$ cat config.mk
export PLATFORM = sky130hd
export DESIGN_NAME = dm_stage
export DESIGN_NICKNAME = d
export VERILOG_FILES = /design/src/rtl/pipeline_pkg.sv /design/src/rtl/dm_lane_align.sv /design/src/rtl/dm_stage.sv
export SDC_FILE = /design/constraint.sdc
export NUM_CORES = 1
export LEC_CHECK = 0
export ABC_AREA = 1
export ABC_CLOCK_PERIOD_IN_PS = 6000
export CORE_MARGIN = 3
export CORE_UTILIZATION = 40
export DETAILED_ROUTE_END_ITERATION = 8
export MAX_ROUTING_LAYER = met4
export PLACE_DENSITY = 0.64
export SLEW_MARGIN = 20
export SYNTH_ARGS = -nofsm -noshare
export SYNTH_HDL_FRONTEND = slang
export SYNTH_SLANG_ARGS = --single-unit
$ cat constraint.sdc
create_clock -name clk -period 6 [get_ports clk]
set_clock_uncertainty 0.2 [all_clocks]
set_input_delay 0.6 -clock clk [delete_from_list [all_inputs] [get_ports clk]]
set_output_delay 0.6 -clock clk [all_outputs]
set_load 0.05 [all_outputs]
$ cat src/rtl/pipeline_pkg.sv
// Shared pipeline definitions: opcode constants, access-size and DM FSM enums,
// and the memory-opcode decoder used by the DM stage.
package pipeline_pkg;

    localparam logic [5:0] OP_LW  = 6'h23;
    localparam logic [5:0] OP_LH  = 6'h21;
    localparam logic [5:0] OP_LHU = 6'h25;
    localparam logic [5:0] OP_LB  = 6'h20;
    localparam logic [5:0] OP_LBU = 6'h24;
    localparam logic [5:0] OP_SW  = 6'h2b;
    localparam logic [5:0] OP_SH  = 6'h29;
    localparam logic [5:0] OP_SB  = 6'h28;

    typedef enum logic [1:0] {
        SZ_BYTE,
        SZ_HALF,
        SZ_WORD
    } access_size_e;

    typedef enum logic [1:0] {
        DM_IDLE,
        DM_LD_WAIT,
        DM_RMW
    } dm_state_e;

    typedef struct packed {
        logic         is_load;
        logic         is_store;
        access_size_e size;
        logic         is_signed;
    } mem_op_t;

    function automatic mem_op_t decode_mem_op(input logic [5:0] opcode);
        mem_op_t op;
        op = '{is_load: 1'b0, is_store: 1'b0, size: SZ_WORD, is_signed: 1'b0};
        case (opcode)
            OP_LW:   begin op.is_load = 1'b1;  op.size = SZ_WORD; end
            OP_LH:   begin op.is_load = 1'b1;  op.size = SZ_HALF; op.is_signed = 1'b1; end
            OP_LHU:  begin op.is_load = 1'b1;  op.size = SZ_HALF; end
            OP_LB:   begin op.is_load = 1'b1;  op.size = SZ_BYTE; op.is_signed = 1'b1; end
            OP_LBU:  begin op.is_load = 1'b1;  op.size = SZ_BYTE; end
            OP_SW:   begin op.is_store = 1'b1; op.size = SZ_WORD; end
            OP_SH:   begin op.is_store = 1'b1; op.size = SZ_HALF; end
            OP_SB:   begin op.is_store = 1'b1; op.size = SZ_BYTE; end
            default: op.size = SZ_WORD;
        endcase
        return op;
    endfunction

    function automatic logic [2:0] size_bytes(input access_size_e size);
        case (size)
            SZ_BYTE: return 3'd1;
            SZ_HALF: return 3'd2;
            default: return 3'd4;
        endcase
    endfunction

endpackage

$ cat src/rtl/dm_lane_align.sv
// Big-endian lane handling: extracts and extends a byte/halfword from a word,
// and merges new store data into the addressed lane of an old word.
module dm_lane_align
    import pipeline_pkg::*;
(
    input  logic [31:0]  word,
    input  logic [1:0]   offset,
    input  access_size_e size,
    input  logic         is_signed,
    input  logic [31:0]  new_data,
    output logic [31:0]  ext_data,
    output logic [31:0]  merged
);

    logic [4:0]  shamt;
    logic [31:0] aligned;
    logic [31:0] lane_mask;
    logic [31:0] lane_data;

    // Offset 0 is the most significant lane, so shifting left brings the lane to the top.
    assign shamt   = {offset, 3'b000};
    assign aligned = word << shamt;

    // NOTE: every output of a combinational block gets a default first so no latch is inferred.
    always_comb begin
        ext_data  = word;
        lane_mask = '1;
        lane_data = new_data;
        case (size)
            SZ_BYTE: begin
                ext_data  = {{24{is_signed & aligned[31]}}, aligned[31:24]};
                lane_mask = 32'hFF00_0000 >> shamt;
                lane_data = {new_data[7:0], 24'h00_0000} >> shamt;
            end
            SZ_HALF: begin
                ext_data  = {{16{is_signed & aligned[31]}}, aligned[31:16]};
                lane_mask = 32'hFFFF_0000 >> shamt;
                lane_data = {new_data[15:0], 16'h0000} >> shamt;
            end
            default: begin
                ext_data  = word;
                lane_mask = '1;
                lane_data = new_data;
            end
        endcase
        merged = (word & ~lane_mask) | (lane_data & lane_mask);
    end

endmodule

$ cat src/rtl/dm_stage.sv
// Data-memory pipeline stage: word-wide memory access with big-endian lane
// extraction, read-modify-write for SH/SB, error flagging and a registered WB result.
module dm_stage
    import pipeline_pkg::*;
#(
    parameter int DEPTH_WORDS = 1024
) (
    input  logic                           clk,
    input  logic                           rst,
    input  logic                           in_valid,
    output logic                           in_ready,
    input  logic [31:0]                    in_ins,
    input  logic [31:0]                    in_addr,
    input  logic [31:0]                    in_wdata,
    input  logic [4:0]                     in_rd,
    input  logic                           in_we,
    output logic [$clog2(DEPTH_WORDS)-1:0] RAddr_d,
    input  logic [31:0]                    Rdata_d,
    output logic                           Wen,
    output logic [$clog2(DEPTH_WORDS)-1:0] WAddr_d,
    output logic [31:0]                    Wdata_d,
    output logic                           wb_valid,
    output logic [31:0]                    wb_ins,
    output logic [31:0]                    wb_data,
    output logic [4:0]                     wb_rd,
    output logic                           wb_we,
    output logic                           err_misalign,
    output logic                           err_range
);

    localparam int          AW       = $clog2(DEPTH_WORDS);
    localparam logic [32:0] MAX_BYTE = 33'(4 * DEPTH_WORDS - 1);

    dm_state_e    state, state_nxt;
    mem_op_t      in_op;
    logic         accept, is_mem, mis, rng, err_any;
    logic [32:0]  last_byte;
    logic [AW-1:0] mem_addr;

    logic [31:0]   h_ins;
    logic [4:0]    h_rd;
    logic          h_we;
    logic [AW+1:0] h_addr;
    logic [31:0]   h_wdata;
    access_size_e  h_size;
    logic          h_signed;

    logic [31:0]   ext_data, merged;

    assign in_op     = decode_mem_op(in_ins[31:26]);
    assign in_ready  = (state == DM_IDLE);
    assign accept    = in_valid && in_ready;
    assign is_mem    = in_op.is_load || in_op.is_store;
    // Widened to 33 bits so an address near 2^32 reports out-of-range instead of wrapping.
    assign last_byte = {1'b0, in_addr} + 33'(size_bytes(in_op.size)) - 33'd1;
    assign mis       = is_mem && ((in_op.size == SZ_WORD && in_addr[1:0] != 2'b00) ||
                                  (in_op.size == SZ_HALF && in_addr[0]));
    assign rng       = is_mem && (last_byte > MAX_BYTE);
    assign err_any   = mis || rng;

    // Address ports are held at zero while reset is asserted.
    assign mem_addr = !rst ? '0 : (in_ready ? in_addr[AW+1:2] : h_addr[AW+1:2]);
    assign RAddr_d  = mem_addr;
    assign WAddr_d  = mem_addr;

    dm_lane_align u_align (
        .word      (Rdata_d),
        .offset    (h_addr[1:0]),
        .size      (h_size),
        .is_signed (h_signed),
        .new_data  (h_wdata),
        .ext_data  (ext_data),
        .merged    (merged)
    );

    always_comb begin
        state_nxt = state;
        Wen       = 1'b0;
        Wdata_d   = '0;
        case (state)
            DM_IDLE: begin
                if (accept && !err_any) begin
                    if (in_op.is_load) begin
                        state_nxt = DM_LD_WAIT;
                    end else if (in_op.is_store && in_op.size != SZ_WORD) begin
                        state_nxt = DM_RMW;
                    end else if (in_op.is_store) begin
                        Wen     = 1'b1;
                        Wdata_d = in_wdata;
                    end
                end
            end
            DM_LD_WAIT: state_nxt = DM_IDLE;
            DM_RMW: begin
                state_nxt = DM_IDLE;
                Wen       = 1'b1;
                Wdata_d   = merged;
            end
            default: state_nxt = DM_IDLE;
        endcase
        // Reset kills an in-flight write immediately, without waiting for a clock.
        if (!rst) begin
            Wen     = 1'b0;
            Wdata_d = '0;
        end
    end

    // NOTE: sequential state uses non-blocking assignments so every register samples pre-edge values.
    always_ff @(posedge clk or negedge rst) begin
        if (!rst) begin
            state        <= DM_IDLE;
            wb_valid     <= 1'b0;
            wb_ins       <= '0;
            wb_data      <= '0;
            wb_rd        <= '0;
            wb_we        <= 1'b0;
            err_misalign <= 1'b0;
            err_range    <= 1'b0;
            h_ins        <= '0;
            h_rd         <= '0;
            h_we         <= 1'b0;
            h_addr       <= '0;
            h_wdata      <= '0;
            h_size       <= SZ_WORD;
            h_signed     <= 1'b0;
        end else begin
            state        <= state_nxt;
            wb_valid     <= 1'b0;
            err_misalign <= 1'b0;
            err_range    <= 1'b0;
            case (state)
                DM_IDLE: begin
                    if (accept) begin
                        h_ins    <= in_ins;
                        h_rd     <= in_rd;
                        h_we     <= in_we;
                        h_addr   <= in_addr[AW+1:0];
                        h_wdata  <= in_wdata;
                        h_size   <= in_op.size;
                        h_signed <= in_op.is_signed;
                        if (state_nxt == DM_IDLE) begin
                            wb_valid     <= 1'b1;
                            wb_ins       <= in_ins;
                            wb_data      <= in_addr;
                            wb_rd        <= in_rd;
                            wb_we        <= in_we && !in_op.is_store && !err_any;
                            err_misalign <= mis;
                            err_range    <= rng;
                        end
                    end
                end
                DM_LD_WAIT: begin
                    wb_valid <= 1'b1;
                    wb_ins   <= h_ins;
                    wb_data  <= ext_data;
                    wb_rd    <= h_rd;
                    wb_we    <= h_we;
                end
                DM_RMW: begin
                    wb_valid <= 1'b1;
                    wb_ins   <= h_ins;
                    wb_data  <= merged;
                    wb_rd    <= h_rd;
                    wb_we    <= 1'b0;
                end
                default: wb_valid <= 1'b0;
            endcase
        end
    end

endmodule

## Yosys cells after proc, flatten, opt, wreduce, memory -nomap -nowiden

Index checks and enable logic that the tools add are counted.

- Bits in registers: 160
- Word-level logic and storage cells: 121
- Output and inout port bits: 127

- Equal/unequal tests: 16
- Reductions and logical operators: 30
- Add/sub/neg operators: 2
- Shifts and indexed selects: 5
- $lt $le $gt $ge: 1
- Multiplexer cells: 47
- Bitwise logic cells: 5

Operator list:

| kind | number |
|---|---|
| 32-bit one-hot mux with 2 select lines | 5 |
| 32-bit 2-to-1 mux | 9 |
| 32-bit one-hot mux with 3 select lines | 1 |
| 32-bit AND | 2 |
| 32-bit by 5-bit right shift with 32-bit output | 2 |
| 32-bit by 5-bit right shift with 32-bit output (first input constant) | 2 |
| 6-bit equality test (second input constant) | 8 |
| 32-bit by 3-bit adder with 33-bit output | 1 |
| 33-bit by 12-bit greater-than comparator with 1-bit output (second input constant) | 1 |
| 33-bit by 1-bit subtractor with 33-bit output (second input constant) | 1 |
| 32-bit NOT | 1 |
| 32-bit bitwise OR | 1 |
| 32-bit by 5-bit << shifter with 32-bit output | 1 |
| 10-bit 2-to-1 mux | 2 |
| 1-bit 2-to-1 mux | 18 |
| 5-bit 2-to-1 mux | 2 |
| 5-bit one-hot mux with 2 select lines | 1 |
| 1-bit logical AND | 9 |
| 3-bit OR reduction | 3 |
| 2-bit zero test | 4 |
| 2-bit 2-to-1 mux | 4 |
| 2-bit by 1-bit equality test with 1-bit output (second input constant) | 3 |
| 3-bit one-hot mux with 2 select lines | 1 |
| 3-bit AND reduction | 2 |
| other kinds (14) | 22 |

## Depth between registers and ports, before layout

- Depth after elaboration: 18
- Mapped depth: 34
- Depth with buffers taken out: 33

## By module

A second synthesis with hierarchy kept.

- Cell total of the unflattened synthesis: 2,060
- Area total of the unflattened synthesis: 12,703.4 µm²

By module, submodules not included:

| module | cells each | area each (µm²) | instances | sequential area each (µm²) |
|---|---|---|---|---|
| dm_stage | 1,614 | 10,647.7 | 1 | 4,005.1 |
| dm_lane_align | 446 | 2,055.7 | 1 | 0.0 |

## Worst setup path after synthesis

No wires, ideal clock.

- Path type: input to output
- Start: input port in_ins[31]
- End: output port Wdata_d[10]
- Cell stages on the path: 31
- Setup slack: 512 ps
- Data arrival time: 4,688 ps
- Data required time: 5,200 ps
- Path buffers: 1
- Path through: inv_1 nor2_2 inv_1 nor2_1 o21ai_0 nor2_1 inv_1 ha_1 inv_1 ha_1 fa_1 nand2_1 nand3_1 nand3_1 nand2_1 nand2_1 nand2_1 nand2_1 nand2_1 nand2_1 nand2_1 nor2_1 nand2_1 nor2_1 nand3_1 nand2_2 nand2_2 nor2_4 buf_2 nand4_1 a21oi_1

- Cells in the longest elaborated chain, start to end: 15
- Elaborated cells between the ends (all ways): 39
- Classes of those cells: add/sub (2); order compare (1); eq/ne (11); mux (10); reduce/logical (15)

RTL lines:

| element | RTL line | source |
|---|---|---|
| start: declaration | dm_stage.sv:12 | `input logic [31:0] in_ins,` |
| 6-bit equality test | pipeline_pkg.sv:36 | `case (opcode)` |
| 3-bit OR reduction (no source line) | -- |  |
| 2-bit one-hot mux with 2 select lines | pipeline_pkg.sv:36 |  |
| 2-bit by 1-bit equality test with 1-bit output / 2-bit zero test (equally long branches) | pipeline_pkg.sv:51, dm_stage.sv:57 |  |
| 3-bit one-hot mux with 2 select lines | pipeline_pkg.sv:51 | `case (size)` |
| 32-bit by 3-bit adder with 33-bit output | dm_stage.sv:55 | `assign last_byte = {1'b0, in_addr} + 33'(size_bytes(in_op.size)) - 33'd1;` |
| 33-bit by 1-bit subtractor with 33-bit output | dm_stage.sv:55 |  |
| 33-bit by 12-bit greater-than comparator with 1-bit output | dm_stage.sv:58 | `assign rng = is_mem && (last_byte > MAX_BYTE);` |
| 1-bit logical AND | dm_stage.sv:58 |  |
| 1-bit logical OR | dm_stage.sv:59 | `assign err_any = mis \|\| rng;` |
| 1-bit zero test | dm_stage.sv:82 | `if (accept && !err_any) begin` |
| 1-bit logical AND | dm_stage.sv:82 |  |
| 32-bit 2-to-1 mux * | dm_stage.sv:82 |  |
| 32-bit one-hot mux with 2 select lines * | dm_stage.sv:80 | `case (state)` |
| 32-bit 2-to-1 mux * | dm_stage.sv:102 | `if (!rst) begin` |
| end: declaration | dm_stage.sv:21 | `output logic [31:0] Wdata_d,` |

Mark *: on every way between the ends. The rest lies on a longest branch, timed or not.

## Worst setup path in the final report

- Start: input port in_ins[31]
- End: output port Wdata_d[27]

Same word-level chain as after synthesis.

==> flow_summary.ini <==
[logic_synthesis]
postSynthCellCount = 1885
syn_area_um2 = 12200
synthFlopType = dfrtp_1
synth_edf_count = 0
synth.distinct_cells = 44
synth_top_cell_area_share = 0.327
yosys_warnings = 0
synth_top_cell_by_area = dfrtp_1
seq_area_frac_synth = 0.329
syn-num-nets = 2061
synth-seq-cells = 160
synthArstFlopShare = 1.00
syn_avg_cell_area_um2 = 6.46
synthTopCellsByArea = dfrtp_1 (33%), nand2_1 (18%), o21ai_0 (8.6%)

[worst_setup_path]
start_kind = input port
crit_fanout = 5
cpLargestDelayFamily = simple AND/OR/NAND/NOR gates
cpMostUsedCell = nand2_1
ff2ff_setup_slack_ps = 2510
endpoint = Wdata_d[27]
worst_path_max_delay_cell = clkdlybuf4s50_1
timing.rr.end = wb_data[21]
startpoint = in_ins[31]
arrival_ps = 4850
cp_num_buf_inv = 8
crit_type = in2out
end_kind = output pin
worst_r2r_path_depth = 15
r2r-start = h_addr[0]
cp.depth = 35
crit_required_ps = 5200
cpPeakStageDelay_ps = 460

[cts]
clock-sinks = 160
clk_pin_slew_ps = 80
cts_tree = done
clockRootBuffer = clkbuf_16
clkLatencyLatePin_ps = 440
cts.path.max_buffers = 2
cts-buffers-inserted = 17
holdBufCountCts = 0
h-tree-depth = 4

[sta]
setup_slack_ps = 353
setup_violations = 0
report.final.slew_viol_count = 0
hold_viol_final = 0
max_freq_ghz = 0.177
period_needed_ps = 5650
maxSlewHeadroom = 0.268
min_period_over_period = 0.941
tightest_slew_ps = 1100
hold_ws_ps = 97.3

[cells_and_area]
finalInstanceArea_um2 = 16200
layout-drive-gt1-share = 0.0644
fillers = 2924
final_nets = 2259
regArea_um2 = 4010
area_delta_synth_final_pct = 33.1
multi_input_comb_area_um2 = 6760
antenna_cells = 0

[detailed_routing]
avgRoutedWirePerCell_um = 19.2
vias_per_cell = 5.47
totalWireLength_mm = 47.8
dr_total_vias = 13604
drtIter0Drc = 1408
ant_nets = 0
drt_pass1_iterations = 6
drc = 0

[floorplan]
start_util = 0.408
die_area_um2 = 32600
coreArea_um2 = 29800
ios = 264
die_h_um = 180
rows = 63
die_w_um = 180

[grt]
grt_pass1_vias = 12578
gr-total-overflow = 0
grt_pass1_wl_mm = 73.3
grt_start_max_net_pins = 121
grtUsageTotal = 0.292
grt_antenna_before_repair = 0

[placement]
hpwl_mm = 35.2
gp_congestion = 0.978
pre_cts_ws_ps = 112
port_buffers = 263
placedInstanceArea_um2 = 15400

[power_and_ir_drop]
p_leak_nw = 7.80
power_density_nw_per_um2 = 399
ir_drop_uv = 194

[worst_hold_path]
holdCritPathClass = in2async

[run_status]
status = complete, no violations

[job]
max_cap_viol_count = 0
## stage by stage
| stage | total power, mW | setup TNS [ps] | cells | util |
|---|---|---|---|---|
| after detailed placement | 5.25 | 0 | 2446 | 0.515 |
| after global routing | 6.87 | -22.3 | 2486 | 0.543 |
| final | 6.47 | 0 | 2486 | 0.543 |
| after CTS | 6.44 | 0 | 2478 | 0.537 |
| after floorplan | 4.03 | 0 | 1885 | - |
| after global placement | 5.21 | 0 | 2446 | 0.515 |
## how the worst min path moves through the flow
stage               start      endpoint  slack (ps)
2_1_floorplan         rst  err_misalign         100
3_3_place_gp   wb_ins[19]    wb_ins[19]         250
3_5_place_dp    wb_ins[8]     wb_ins[8]         260
4_1_cts               rst    wb_ins[31]         170
5_1_grt               rst    wb_ins[31]         170
6_report              rst    wb_ins[24]         100
## synth_stat cells, types with 10 or more instances
cell and count:
a211oi_1 17, a21oi_1 63, a22oi_1 16, a31oi_1 22, buf_2 16, buf_4 10, clkbuf_1 79, dfrtp_1 159
ha_1 38, inv_1 274, nand2_1 586, nand3_1 38, nand4_1 94, nor2_1 126, nor3_1 11, o211ai_1 24
o21a_1 27, o21ai_0 208
## kinds of logic (layout without fill, tap and decap cells)
group           count (synthesis)  count (layout)  share of synthesized area
compound gates                412             412                      0.198
xor+xnor                        6               6                    0.00432
fa+ha+maj                      39              39                     0.0407
buf+inv                       393             602                      0.127
flops                         160             160                      0.329
simple gates                  875             877                      0.302
## layout by cell type, fill, tap and decap left out, types with 3 or more instances in the layout
cell | synthesis | layout
nor2_2 | 3 | 12
xnor2_1 | 3 | 3
clkbuf_16 | 0 | 19
a32oi_1 | 7 | 7
buf_4 | 10 | 19
dfrtp_1 | 159 | 159
and2_1 | 3 | 3
nand4_1 | 94 | 94
o22ai_1 | 7 | 7
nand2_2 | 4 | 4
clkinv_1 | 4 | 4
a22oi_1 | 16 | 16
o2111ai_1 | 8 | 8
o211ai_1 | 24 | 24
nand2_1 | 586 | 584
clkdlybuf4s50_1 | 0 | 229
clkinv_8 | 0 | 5
a31oi_1 | 22 | 22
a211oi_1 | 17 | 17
a21oi_1 | 63 | 61
inv_1 | 274 | 274
nor3_1 | 11 | 11
o221ai_1 | 8 | 8
xor2_1 | 3 | 3
ha_1 | 38 | 36
buf_12 | 0 | 38
nand3_4 | 1 | 3
o21a_1 | 27 | 27
nor2_1 | 126 | 116
inv_2 | 3 | 3
o21ai_0 | 208 | 207
nand3_2 | 1 | 4
inv_8 | 0 | 4
nor3_2 | 3 | 3
nand3_1 | 38 | 35
## timing repair
item | in CTS | in global routing
setup endpoints to repair | 0 | 33
buffers inserted | 0 | 3
gates resized for setup | 0 | 22
## registers in the layout (all words and copies together), names as in the netlist
| signal | count |
|---|---|
| h_ins | 32 |
| h_wdata | 32 |
| wb_data | 32 |
| wb_ins | 32 |
| h_addr | 12 |
| h_rd | 5 |
| wb_rd | 5 |
| h_size | 2 |
| state | 2 |
| err_misalign | 1 |
| err_range | 1 |
| h_signed | 1 |
| h_we | 1 |
| wb_valid | 1 |
| wb_we | 1 |
## layout make-up
cell class                 count  share of cell area
tap                          390              0.0301
multi-input combinational   1334               0.417
timing repair buffer         289               0.201
sequential                   160               0.247
inverter                     281              0.0651
clock buffer                  18              0.0271
clock inverter                14              0.0118
## report_power, final
part	internal (mW)	total, mW	switching (mW)
Sequential	1.48	1.74	0.255
Combinational	1.11	3.56	2.45
Clock	0.616	1.17	0.557
Total	3.21	6.47	3.26
## metal layers
metal / share of wire / GRT usage / up-vias
li1: - / - / 6568
met1: 0.44 / 0.392 / 6289
met2: 0.45 / 0.443 / 660
met3: 0.078 / 0.0537 / 87
met4: 0.035 / 0.101 / 0
met5: 0 / - / -
## worst register-to-register path, delay by kind of cell, from the launching register on
kind                   cells  cell delay, ps
AO/OA/AOI/OAI              5            1060
buffers and inverters      5            1020
flip-flops                 1             640
AND/OR/NAND/NOR            5             460
Note: power is estimated with default switching activity, not from simulation.
